`src/rtl/uart_pkg.sv`:
```
// uart_pkg: shared UART types and constants.
//   UART_TX_FIFO_DEPTH  default TX FIFO depth (entries)
//   uart_fifo_status_t  FIFO status bundle consumed by the CSR block.
//                       The level field is sized for the largest supported
//                       depth (256 -> 9 bits) and zero-extended from the FIFO.
package uart_pkg;

  localparam int UART_TX_FIFO_DEPTH = 16;
  localparam int UART_FIFO_LVL_MAX_W = 9;

  typedef struct packed {
    logic                           empty;
    logic                           full;
    logic                           thr_irq;
    logic                           overflow;
    logic [UART_FIFO_LVL_MAX_W-1:0] level;
  } uart_fifo_status_t;

endpackage

```
`src/rtl/uart_tx_fifo_if.sv`:
```
// uart_tx_fifo_if: bus/handshake bundle of the TX FIFO.
//   Write side : i_wr_en, i_wr_data, o_full
//   Read side  : o_valid, i_ready, o_data, o_empty
//   Control    : i_flush, i_threshold, i_overflow_clr
//   Status     : o_level, o_thr_irq, o_overflow, o_status
// Handshake: the head moves only on a cycle where o_valid && i_ready are
// both high at the rising edge; o_data is stable while o_valid is high and
// i_ready is low. A write is taken when i_wr_en is high and o_full was low
// at the start of that cycle.
// Modports: slave = FIFO side, master = producer/consumer/CSR side.
interface uart_tx_fifo_if
  import uart_pkg::*;
#(
  parameter int DEPTH  = UART_TX_FIFO_DEPTH,
  parameter int DATA_W = 8,
  parameter int LVL_W  = $clog2(DEPTH) + 1
);
  logic              i_wr_en;
  logic [DATA_W-1:0] i_wr_data;
  logic              o_full;
  logic              o_valid;
  logic              i_ready;
  logic [DATA_W-1:0] o_data;
  logic              o_empty;
  logic [LVL_W-1:0]  o_level;
  logic              i_flush;
  logic [LVL_W-1:0]  i_threshold;
  logic              o_thr_irq;
  logic              o_overflow;
  logic              i_overflow_clr;
  uart_fifo_status_t o_status;

  modport slave (
    input  i_wr_en, i_wr_data, i_ready, i_flush, i_threshold, i_overflow_clr,
    output o_full, o_valid, o_data, o_empty, o_level, o_thr_irq, o_overflow,
           o_status
  );

  modport master (
    output i_wr_en, i_wr_data, i_ready, i_flush, i_threshold, i_overflow_clr,
    input  o_full, o_valid, o_data, o_empty, o_level, o_thr_irq, o_overflow,
           o_status
  );
endinterface

```
`src/rtl/uart_fifo_mem.sv`:
```
// uart_fifo_mem: DEPTH x DATA_W register array, one synchronous write port
// and one asynchronous read port. Contents are not reset.
//   clk    clock
//   we     write enable
//   waddr  write address
//   wdata  write data
//   raddr  read address
//   rdata  read data (combinational from the array)
module uart_fifo_mem #(
  parameter int DEPTH  = 16,
  parameter int DATA_W = 8,
  parameter int AW     = $clog2(DEPTH)
) (
  input  logic              clk,
  input  logic              we,
  input  logic [AW-1:0]     waddr,
  input  logic [DATA_W-1:0] wdata,
  input  logic [AW-1:0]     raddr,
  output logic [DATA_W-1:0] rdata
);
  logic [DATA_W-1:0] mem [DEPTH];

  always_ff @(posedge clk) begin
    if (we) mem[waddr] <= wdata;
  end

  assign rdata = mem[raddr];
endmodule

```
`src/rtl/uart_tx_fifo.sv`:
```
// uart_tx_fifo: first-word-fall-through transmit byte FIFO.
//   i_clk   clock
//   i_nrst  synchronous active-low reset
//   bus     uart_tx_fifo_if.slave: write port, valid/ready head port,
//           flush, threshold interrupt, sticky overflow and status struct.
// Pointers carry one extra wrap bit so full and empty are distinguishable
// with all DEPTH entries usable.
module uart_tx_fifo
  import uart_pkg::*;
#(
  parameter int DEPTH  = UART_TX_FIFO_DEPTH,
  parameter int DATA_W = 8
) (
  input  logic            i_clk,
  input  logic            i_nrst,
  uart_tx_fifo_if.slave   bus
);
  localparam int LVL_W = $clog2(DEPTH) + 1;
  localparam int AW    = $clog2(DEPTH);

  logic [LVL_W-1:0] wr_ptr, rd_ptr;
  logic [LVL_W-1:0] level;
  logic             empty, full;
  logic             wr_acc, rd_acc;
  logic             overflow;

  assign empty = (wr_ptr == rd_ptr);
  assign full  = (wr_ptr[AW-1:0] == rd_ptr[AW-1:0]) &&
                 (wr_ptr[LVL_W-1] != rd_ptr[LVL_W-1]);
  assign level = wr_ptr - rd_ptr;

  // Full is the registered value from the start of the cycle, so a write
  // into a full FIFO is refused even if the head pops in the same cycle.
  assign wr_acc = bus.i_wr_en && !full;
  assign rd_acc = !empty && bus.i_ready;

  always_ff @(posedge i_clk) begin
    if (!i_nrst) begin
      wr_ptr   <= '0;
      rd_ptr   <= '0;
      overflow <= 1'b0;
    end else begin
      if (bus.i_flush) begin
        wr_ptr <= '0;
        rd_ptr <= '0;
      end else begin
        if (wr_acc) wr_ptr <= wr_ptr + 1'b1;
        if (rd_acc) rd_ptr <= rd_ptr + 1'b1;
      end
      // Set beats clear; a flushed write is ignored and cannot set it.
      if (bus.i_wr_en && full && !bus.i_flush) overflow <= 1'b1;
      else if (bus.i_overflow_clr)             overflow <= 1'b0;
    end
  end

  uart_fifo_mem #(
    .DEPTH  (DEPTH),
    .DATA_W (DATA_W)
  ) u_mem (
    .clk   (i_clk),
    .we    (wr_acc && !bus.i_flush),
    .waddr (wr_ptr[AW-1:0]),
    .wdata (bus.i_wr_data),
    .raddr (rd_ptr[AW-1:0]),
    .rdata (bus.o_data)
  );

  assign bus.o_empty    = empty;
  assign bus.o_full     = full;
  assign bus.o_valid    = !empty;
  assign bus.o_level    = level;
  assign bus.o_thr_irq  = (level <= bus.i_threshold);
  assign bus.o_overflow = overflow;

  always_comb begin
    bus.o_status          = '0;
    bus.o_status.empty    = empty;
    bus.o_status.full     = full;
    bus.o_status.thr_irq  = (level <= bus.i_threshold);
    bus.o_status.overflow = overflow;
    bus.o_status.level    = UART_FIFO_LVL_MAX_W'(level);
  end
endmodule

```
`src/flat_wrapper.sv`:
```
// flat-port wrapper written by rule: the top's interface ports become plain ports
module uart_tx_fifo_flat import uart_pkg::*;
#(
  parameter int DEPTH  = UART_TX_FIFO_DEPTH,
  parameter int DATA_W = 8
)
  (i_clk, i_nrst, bus_i_wr_en, bus_i_wr_data, bus_i_ready, bus_i_flush, bus_i_threshold, bus_i_overflow_clr, bus_o_full, bus_o_valid, bus_o_data, bus_o_empty, bus_o_level, bus_o_thr_irq, bus_o_overflow, bus_o_status);
  uart_tx_fifo_if #(.DEPTH(DEPTH), .DATA_W(DATA_W)) bus_i ();
  input  logic i_clk;
  input  logic i_nrst;
  input wire logic [$bits(bus_i.i_wr_en)-1:0] bus_i_wr_en;
  input wire logic [$bits(bus_i.i_wr_data)-1:0] bus_i_wr_data;
  input wire logic [$bits(bus_i.i_ready)-1:0] bus_i_ready;
  input wire logic [$bits(bus_i.i_flush)-1:0] bus_i_flush;
  input wire logic [$bits(bus_i.i_threshold)-1:0] bus_i_threshold;
  input wire logic [$bits(bus_i.i_overflow_clr)-1:0] bus_i_overflow_clr;
  output wire logic [$bits(bus_i.o_full)-1:0] bus_o_full;
  output wire logic [$bits(bus_i.o_valid)-1:0] bus_o_valid;
  output wire logic [$bits(bus_i.o_data)-1:0] bus_o_data;
  output wire logic [$bits(bus_i.o_empty)-1:0] bus_o_empty;
  output wire logic [$bits(bus_i.o_level)-1:0] bus_o_level;
  output wire logic [$bits(bus_i.o_thr_irq)-1:0] bus_o_thr_irq;
  output wire logic [$bits(bus_i.o_overflow)-1:0] bus_o_overflow;
  output wire logic [$bits(bus_i.o_status)-1:0] bus_o_status;
  assign bus_i.i_wr_en = bus_i_wr_en;
  assign bus_i.i_wr_data = bus_i_wr_data;
  assign bus_i.i_ready = bus_i_ready;
  assign bus_i.i_flush = bus_i_flush;
  assign bus_i.i_threshold = bus_i_threshold;
  assign bus_i.i_overflow_clr = bus_i_overflow_clr;
  assign bus_o_full = bus_i.o_full;
  assign bus_o_valid = bus_i.o_valid;
  assign bus_o_data = bus_i.o_data;
  assign bus_o_empty = bus_i.o_empty;
  assign bus_o_level = bus_i.o_level;
  assign bus_o_thr_irq = bus_i.o_thr_irq;
  assign bus_o_overflow = bus_i.o_overflow;
  assign bus_o_status = bus_i.o_status;
  uart_tx_fifo #(.DEPTH(DEPTH), .DATA_W(DATA_W)) u_core (.i_clk(i_clk), .i_nrst(i_nrst), .bus(bus_i));
endmodule
```
`config.mk`:
```
export PLATFORM = sky130hd
export DESIGN_NAME = uart_tx_fifo_flat
export DESIGN_NICKNAME = d
export VERILOG_FILES = /design/src/rtl/uart_pkg.sv /design/src/rtl/uart_tx_fifo_if.sv /design/src/rtl/uart_fifo_mem.sv /design/src/rtl/uart_tx_fifo.sv /design/src/flat_wrapper.sv
export SDC_FILE = /design/constraint.sdc
export NUM_CORES = 1
export LEC_CHECK = 0
export CAP_MARGIN = 20
export CORE_AREA = 2 2 118 120
export CTS_BUF_LIST = sky130_fd_sc_hd__clkbuf_8 sky130_fd_sc_hd__clkbuf_16
export DETAILED_ROUTE_END_ITERATION = 7
export DIE_AREA = 0 0 120 122
export GPL_TIMING_DRIVEN = 0
export PLACE_DENSITY_LB_ADDON = 0.15
export SKIP_CTS_REPAIR_TIMING = 1
export SLEW_MARGIN = 40
export SYNTH_ARGS = -nofsm -noshare
export SYNTH_HDL_FRONTEND = slang
export SYNTH_HIERARCHICAL = 1
export SYNTH_SLANG_ARGS = --single-unit
export TNS_END_PERCENT = 10
```
`constraint.sdc`:
```
create_clock -name i_clk -period 5.1 [get_ports i_clk]
set_input_delay 0.51 -clock i_clk [delete_from_list [all_inputs] [get_ports i_clk]]
set_output_delay 0.51 -clock i_clk [all_outputs]
set_load 0.01 [all_outputs]
```
=== Word level (Yosys, flattened, before mapping) ===
Memories as Yosys holds them, arrays and structs flattened. A register that Yosys moved wholly into a read port is not among the register bits.
Index checks and enable logic that the tools add are counted.

* Add/sub/neg operators: 3
* Reduce and logical (&&, ||, !) cells: 11
* $lt $le $gt $ge: 1
* Multiplexer cells: 6
* Bitwise operators: 1
* Eq/ne operators: 3

{| class="wikitable"
|+ Operator list
! kind !! number
|-
| adder 5 x 1 -> 5 bit, second input constant || 2
|-
| two-way mux 4 bit || 2
|-
| logical AND 1 bit || 6
|-
| equality test 5 bit || 1
|-
| <= comparator 5 bit || 1
|-
| subtractor 5 bit || 1
|-
| equality test 4 bit || 1
|-
| two-way mux 1 bit || 4
|-
| zero test 1 bit || 3
|-
| nonzero test 2 bit || 1
|-
| OR reduction 2 bit || 1
|-
| != test 1 bit || 1
|-
| NOT 1 bit || 1
|}

* Bits in registers: 11
* RAM bits: 128
* Output and inout port bits: 31
* Bits of input ports: 19
* Memories: 1
* Logic and storage cells: 29

{| class="wikitable"
|+ Memory list
! memory !! words !! bits a word !! rd ports !! clocked after memory_dff !! write ports !! line !! text
|-
| u_core.u_mem.mem || 16 || 8 || 1 || 1 || 1 || uart_fifo_mem.sv:21 || <nowiki>logic [DATA_W-1:0] mem [DEPTH];</nowiki>
|}

=== Depth between registers and ports, before layout ===
* Word-level depth: 7
* Depth in mapped cells: 12
* Depth with buffers taken out: 11

=== Hierarchy ===
Netlist, hierarchy kept.

{| class="wikitable"
|+ By module, submodules not included
! module !! cells each !! area an instance (um^2) !! times used
|-
| uart_fifo_mem || 221 || 4987.3 || 1
|-
| uart_tx_fifo || 107 || 930.9 || 1
|}

=== Worst setup path after synthesis ===
Ideal clock, no wire load.

* Path type: register -> output
* From: register u_core.wr_ptr[0]
* To: output port bus_o_status[10]
* Data required time: 4.590 ns
* Cell stages (with the launch flop): 11
* Slack: 2.193 ns
* Data arrival time: 2.397 ns
* Buffers on the path: 1
* Cells stage by stage: dfxtp_1 > inv_1 > ha_1 > inv_1 > fa_1 > a21o_1 > a21oi_1 > xnor2_1 > ha_1 > o211ai_1 > buf_4

* Longest elaborated chain between the ends: 2

{| class="wikitable"
|+ RTL lines
! what !! line !! text
|-
| start: declaration || uart_tx_fifo.sv:21 || <nowiki>logic [LVL_W-1:0] wr_ptr, rd_ptr;</nowiki>
|-
| start signal: assignment || uart_tx_fifo.sv:47 || <nowiki>if (wr_acc) wr_ptr <= wr_ptr + 1'b1;</nowiki>
|-
| subtractor 5 bit || uart_tx_fifo.sv:30 || <nowiki>assign level = wr_ptr - rd_ptr;</nowiki>
|-
| net bus_o_level[4] || flat_wrapper.sv:21 || <nowiki>output wire logic [$bits(bus_i.o_level)-1:0] bus_o_level;</nowiki>
|-
| <= comparator 5 bit || -- ||
|-
| end: declaration || flat_wrapper.sv:24 || <nowiki>output wire logic [$bits(bus_i.o_status)-1:0] bus_o_status;</nowiki>
|}

The timed path passes the listed nets, and every way through them passes these cells.

=== Worst setup path in the final report ===
* From: register u_core.wr_ptr[1]
* To: output port bus_o_status[10]

* Longest elaborated chain between the ends: 2

{| class="wikitable"
|+ RTL lines
! what !! line !! text
|-
| subtractor 5 bit || uart_tx_fifo.sv:30 ||
|-
| <= comparator 5 bit || uart_tx_fifo.sv:79 || <nowiki>bus.o_status.thr_irq = (level <= bus.i_threshold);</nowiki>
|}

No other way between the ends.

==> results.txt <==
The number of sinks handled by clock tree synthesis is roughly 140. The first-pass iteration count of the detailed router came out at 4. The latest clock arrival within the worst-skew pair is between 0.4 and 0.5 ns. The clock slew seen by the registers of the worst setup and hold paths is about 0.050 ns. The total power consumption of the routed design is about 2.5 mW. The initial standard-cell utilization of the core came out at approximately 44%.

The maximum fanout count along the critical path is 12. Entering global routing, the biggest net connects 17 pins. Counting flops with an async set or reset pin after synthesis yields a share of 0%. The via count of the first global-routing pass is 3,175. Among all flip-flop cells after synthesis, the most frequent one is sky130_fd_sc_hd__edfxtp_1. The final setup violation count is 0.

The run finished with clean final reports. Each instance of the synthesized netlist takes up on average about 18 sq um. The headroom to the max-slew limit came out at 44.73%. Setup repair after global routing left no endpoint under its margin.

The commonest cells after synthesis are 128 x sky130_fd_sc_hd__edfxtp_1, 25 x sky130_fd_sc_hd__nor2_1, 18 x sky130_fd_sc_hd__mux4_2. The fraction of post-synthesis cell area in the top cell type by area is approximately two thirds. The number of I/O pins is 50.

Dividing the detail-routed wire length by the instance count gives around 20 microns. The via count of the routed design is a little over 3,000. The maximum clock path buffer count came out at 2.

Measured against the total synthesized area, the mux share comes to 13.40%. The die covers ~15,000 sq um. The post-route netlist has 18.43% of its cells at a drive strength greater than 1. VDD sags by at most 228.8 uV.

In this run the vertical extent of the chip is ~120 microns. The global-route wire length before repair came out at 18,630 microns. The ratio of final minimum period to clock period came out at approximately 78%. The count of warnings emitted by yosys came out at 6. The critical path in this run is classified as reg2out.

The number of cells produced by synthesis came out at 328. The category of the worst setup path launch point is a register. The number of flops mapped to enable cells by yosys came out at 128. The arrival time of data at the critical path endpoint is roughly 3.5 ns. The global routing's busiest layer is met2.

The most frequently used cell type in the post-synthesis netlist is sky130_fd_sc_hd__edfxtp_1. The power density relative to cell area came out at 353.7 nW/um^2. In the routed design, unresolved DRC markers number 0. The H-tree depth is 4. The met1 layer usage reported by global route came out at between 20 and 30%. The count of endpoints failing hold in the final timing report came to 0. The clock skew came out at 0.007146 ns. The transition time at the pin with the least slew margin came out at roughly 0.83 ns. The post-layout net count is roughly 430. Sorting the synthesized cells by area gives the leading types as sky130_fd_sc_hd__edfxtp_1 65%, sky130_fd_sc_hd__mux4_2 6.8%, sky130_fd_sc_hd__mux4_1 6.2%.

The post-detailed-route via-to-cell ratio is roughly 5.3. Once detail routing completed, the nets flagged for antenna violations numbered 0. The final RePlAce weighted congestion came out at 0.7413. The total wire length is 12,090 microns. The HPWL after detailed placement is between 8000 and 9000 microns. Adding up every negative setup slack in the final design gives 0 ns.

Global routing used ~28% of the available met2 tracks. The share of synthesized cell area in full adder, half adder and majority cells is 2.664%. STA classifies the critical path endpoint as an output port. The unique cell type count in the Yosys netlist is 40. The fraction of the mapped netlist area in compound gates is between 4 and 5%.

The post-synthesis xor/xnor area fraction came out at under 10%. The total grt overflow is 0. Derived from the worst setup path, the maximum achievable clock frequency is 250.5 MHz. Clock tree synthesis inserted a total of 17 buffers. The site row count is 43. The horizontal die dimension is ~120 microns.

The post-synthesis to final-layout area growth came out at 21.65%. CTS placed an instance of sky130_fd_sc_hd__clkbuf_16 at the clock tree root. Data on the critical path is required at its endpoint by between 4 and 5 ns. The overall fraction of global-route tracks in use came out at between 10% and 20%. The area of the core came out at about 14,000 sq um. The simple-gate area share of the yosys netlist is 5.137%. The cell area that synthesis handed to floorplanning was between 5000 and 6000 sq um. The global-route track usage on met3 is under 10%.

The post-synthesis cell type with the largest combined area is sky130_fd_sc_hd__edfxtp_1. After synthesis, flip-flops and latches occupy just under 70% of the total area. The number of antenna violations at the first check in global routing is 0. The static power due to leakage is around 2.4 nW. The final max-slew violation count is 0. The count of maximum capacitance violations is 0. The worst min-delay path category is reg2reg. The antenna cell count came out at 0. After synthesis the netlist holds a flip-flop and latch count of roughly 140.

After synthesis, the largest family of logic cells by area is multiplexers. The TritonCTS clock tree is yes. Subtracting the final worst setup slack from the clock period gives 3.993 ns.

The count of buffers added on input and output ports is 45. The first routing iteration left roughly 240 violations.
-- routing by layer --
metal / up-vias / wire, microns
li1: 1425 / -
met3: 10 / 666
met4: 0 / 144
met2: 74 / 5864
met1: 1582 / 5418
met5: - / 0
-- cells by family after synthesis --
group           after synthesis
flops                       139
simple gates                 60
buf+inv                      36
mux                          34
compound gates               33
xor+xnor                     13
fa+ha+maj                    12
other cells                   1
-- flip-flops by register name, summed over array words and instances, names as in the netlist --
register / flops
u_core/rd_ptr: 5
u_core/u_mem/mem: 128
u_core/wr_ptr: 5
u_core/bus.o_overflow: 1
-- worst max-delay path, stage by stage (launching register included) --
cell	delay, ns
sky130_fd_sc_hd__dfxtp_1	0.68
sky130_fd_sc_hd__ha_1	0.38
sky130_fd_sc_hd__a21o_1	0.19
sky130_fd_sc_hd__a21oi_1	0.17
sky130_fd_sc_hd__xnor2_1	0.21
sky130_fd_sc_hd__ha_1	0.32
sky130_fd_sc_hd__a211oi_1	0.23
sky130_fd_sc_hd__o21ai_0	0.11
sky130_fd_sc_hd__o211ai_1	0.12
sky130_fd_sc_hd__buf_4	0.14
sky130_fd_sc_hd__clkdlybuf4s50_1	0.53
-- path summary, 6_finish.rpt --
| check | slack (ns) | to | depth (start not counted) | start |
|---|---|---|---|---|
| setup / recovery | 1.11 | bus_o_status[10] | 10 | u_core/wr_ptr[1] |
| hold / removal | 0.49 | u_core/bus.o_overflow | 2 | u_core/bus.o_overflow |
| setup reg to reg | 1.77 | u_core/u_mem/mem[3][6] | 7 | u_core/wr_ptr[0] |
| hold reg to reg | 0.49 | u_core/bus.o_overflow | 2 | u_core/bus.o_overflow |
-- cell type report --
cell class              instances  area [sq um]
clock buffers                  17         425.4
fillers                      1082          6305
well taps                     180         225.2
flip-flops and latches        139          4064
clock inverters                14         140.1
multi-input cells             156          1658
plain buffers                  24         191.4
inverters                      12         45.04
repair buffers                 45         450.4
-- where the power goes --
group	internal, mW	switching [mW]	total (mW)
clock	0.749	0.425	1.17
sequential	1.25	0.00351	1.25
combinational	0.0586	0.0605	0.119
-- stage by stage --
stage / cells / area [sq um] / hold slack, ns / setup WS [ns] / utilization (%)
after detailed placement: 556 / 6625 / 0.4804 / 1.544 / 49.06
after floorplan: 331 / 5929 / 0.5001 / 2.193 / -
after CTS: 587 / 7191 / 0.4979 / 1.092 / 53.25
after global placement: 556 / 6605 / 0.4732 / 1.531 / 48.91
final: 587 / 7199 / 0.4905 / 1.107 / 53.31
after global routing: 587 / 7199 / 0.5198 / 0.8016 / 53.31
-- cells in the final DEF (no fill, tap or decap), types with 8 or more instances in the layout --
| cell | synthesis | layout |
|---|---|---|
| sky130_fd_sc_hd__a22oi_1 | 16 | 16 |
| sky130_fd_sc_hd__buf_4 | 15 | 15 |
| sky130_fd_sc_hd__clkbuf_16 | 0 | 17 |
| sky130_fd_sc_hd__clkdlybuf4s50_1 | 0 | 45 |
| sky130_fd_sc_hd__dfxtp_1 | 11 | 11 |
| sky130_fd_sc_hd__edfxtp_1 | 128 | 128 |
| sky130_fd_sc_hd__ha_1 | 11 | 11 |
| sky130_fd_sc_hd__inv_1 | 12 | 16 |
| sky130_fd_sc_hd__mux4_1 | 14 | 14 |
| sky130_fd_sc_hd__mux4_2 | 18 | 18 |
| sky130_fd_sc_hd__nand2_1 | 11 | 11 |
| sky130_fd_sc_hd__nor2_1 | 25 | 24 |
| sky130_fd_sc_hd__xnor2_1 | 8 | 8 |
Power figures use the tool's default switching activity.
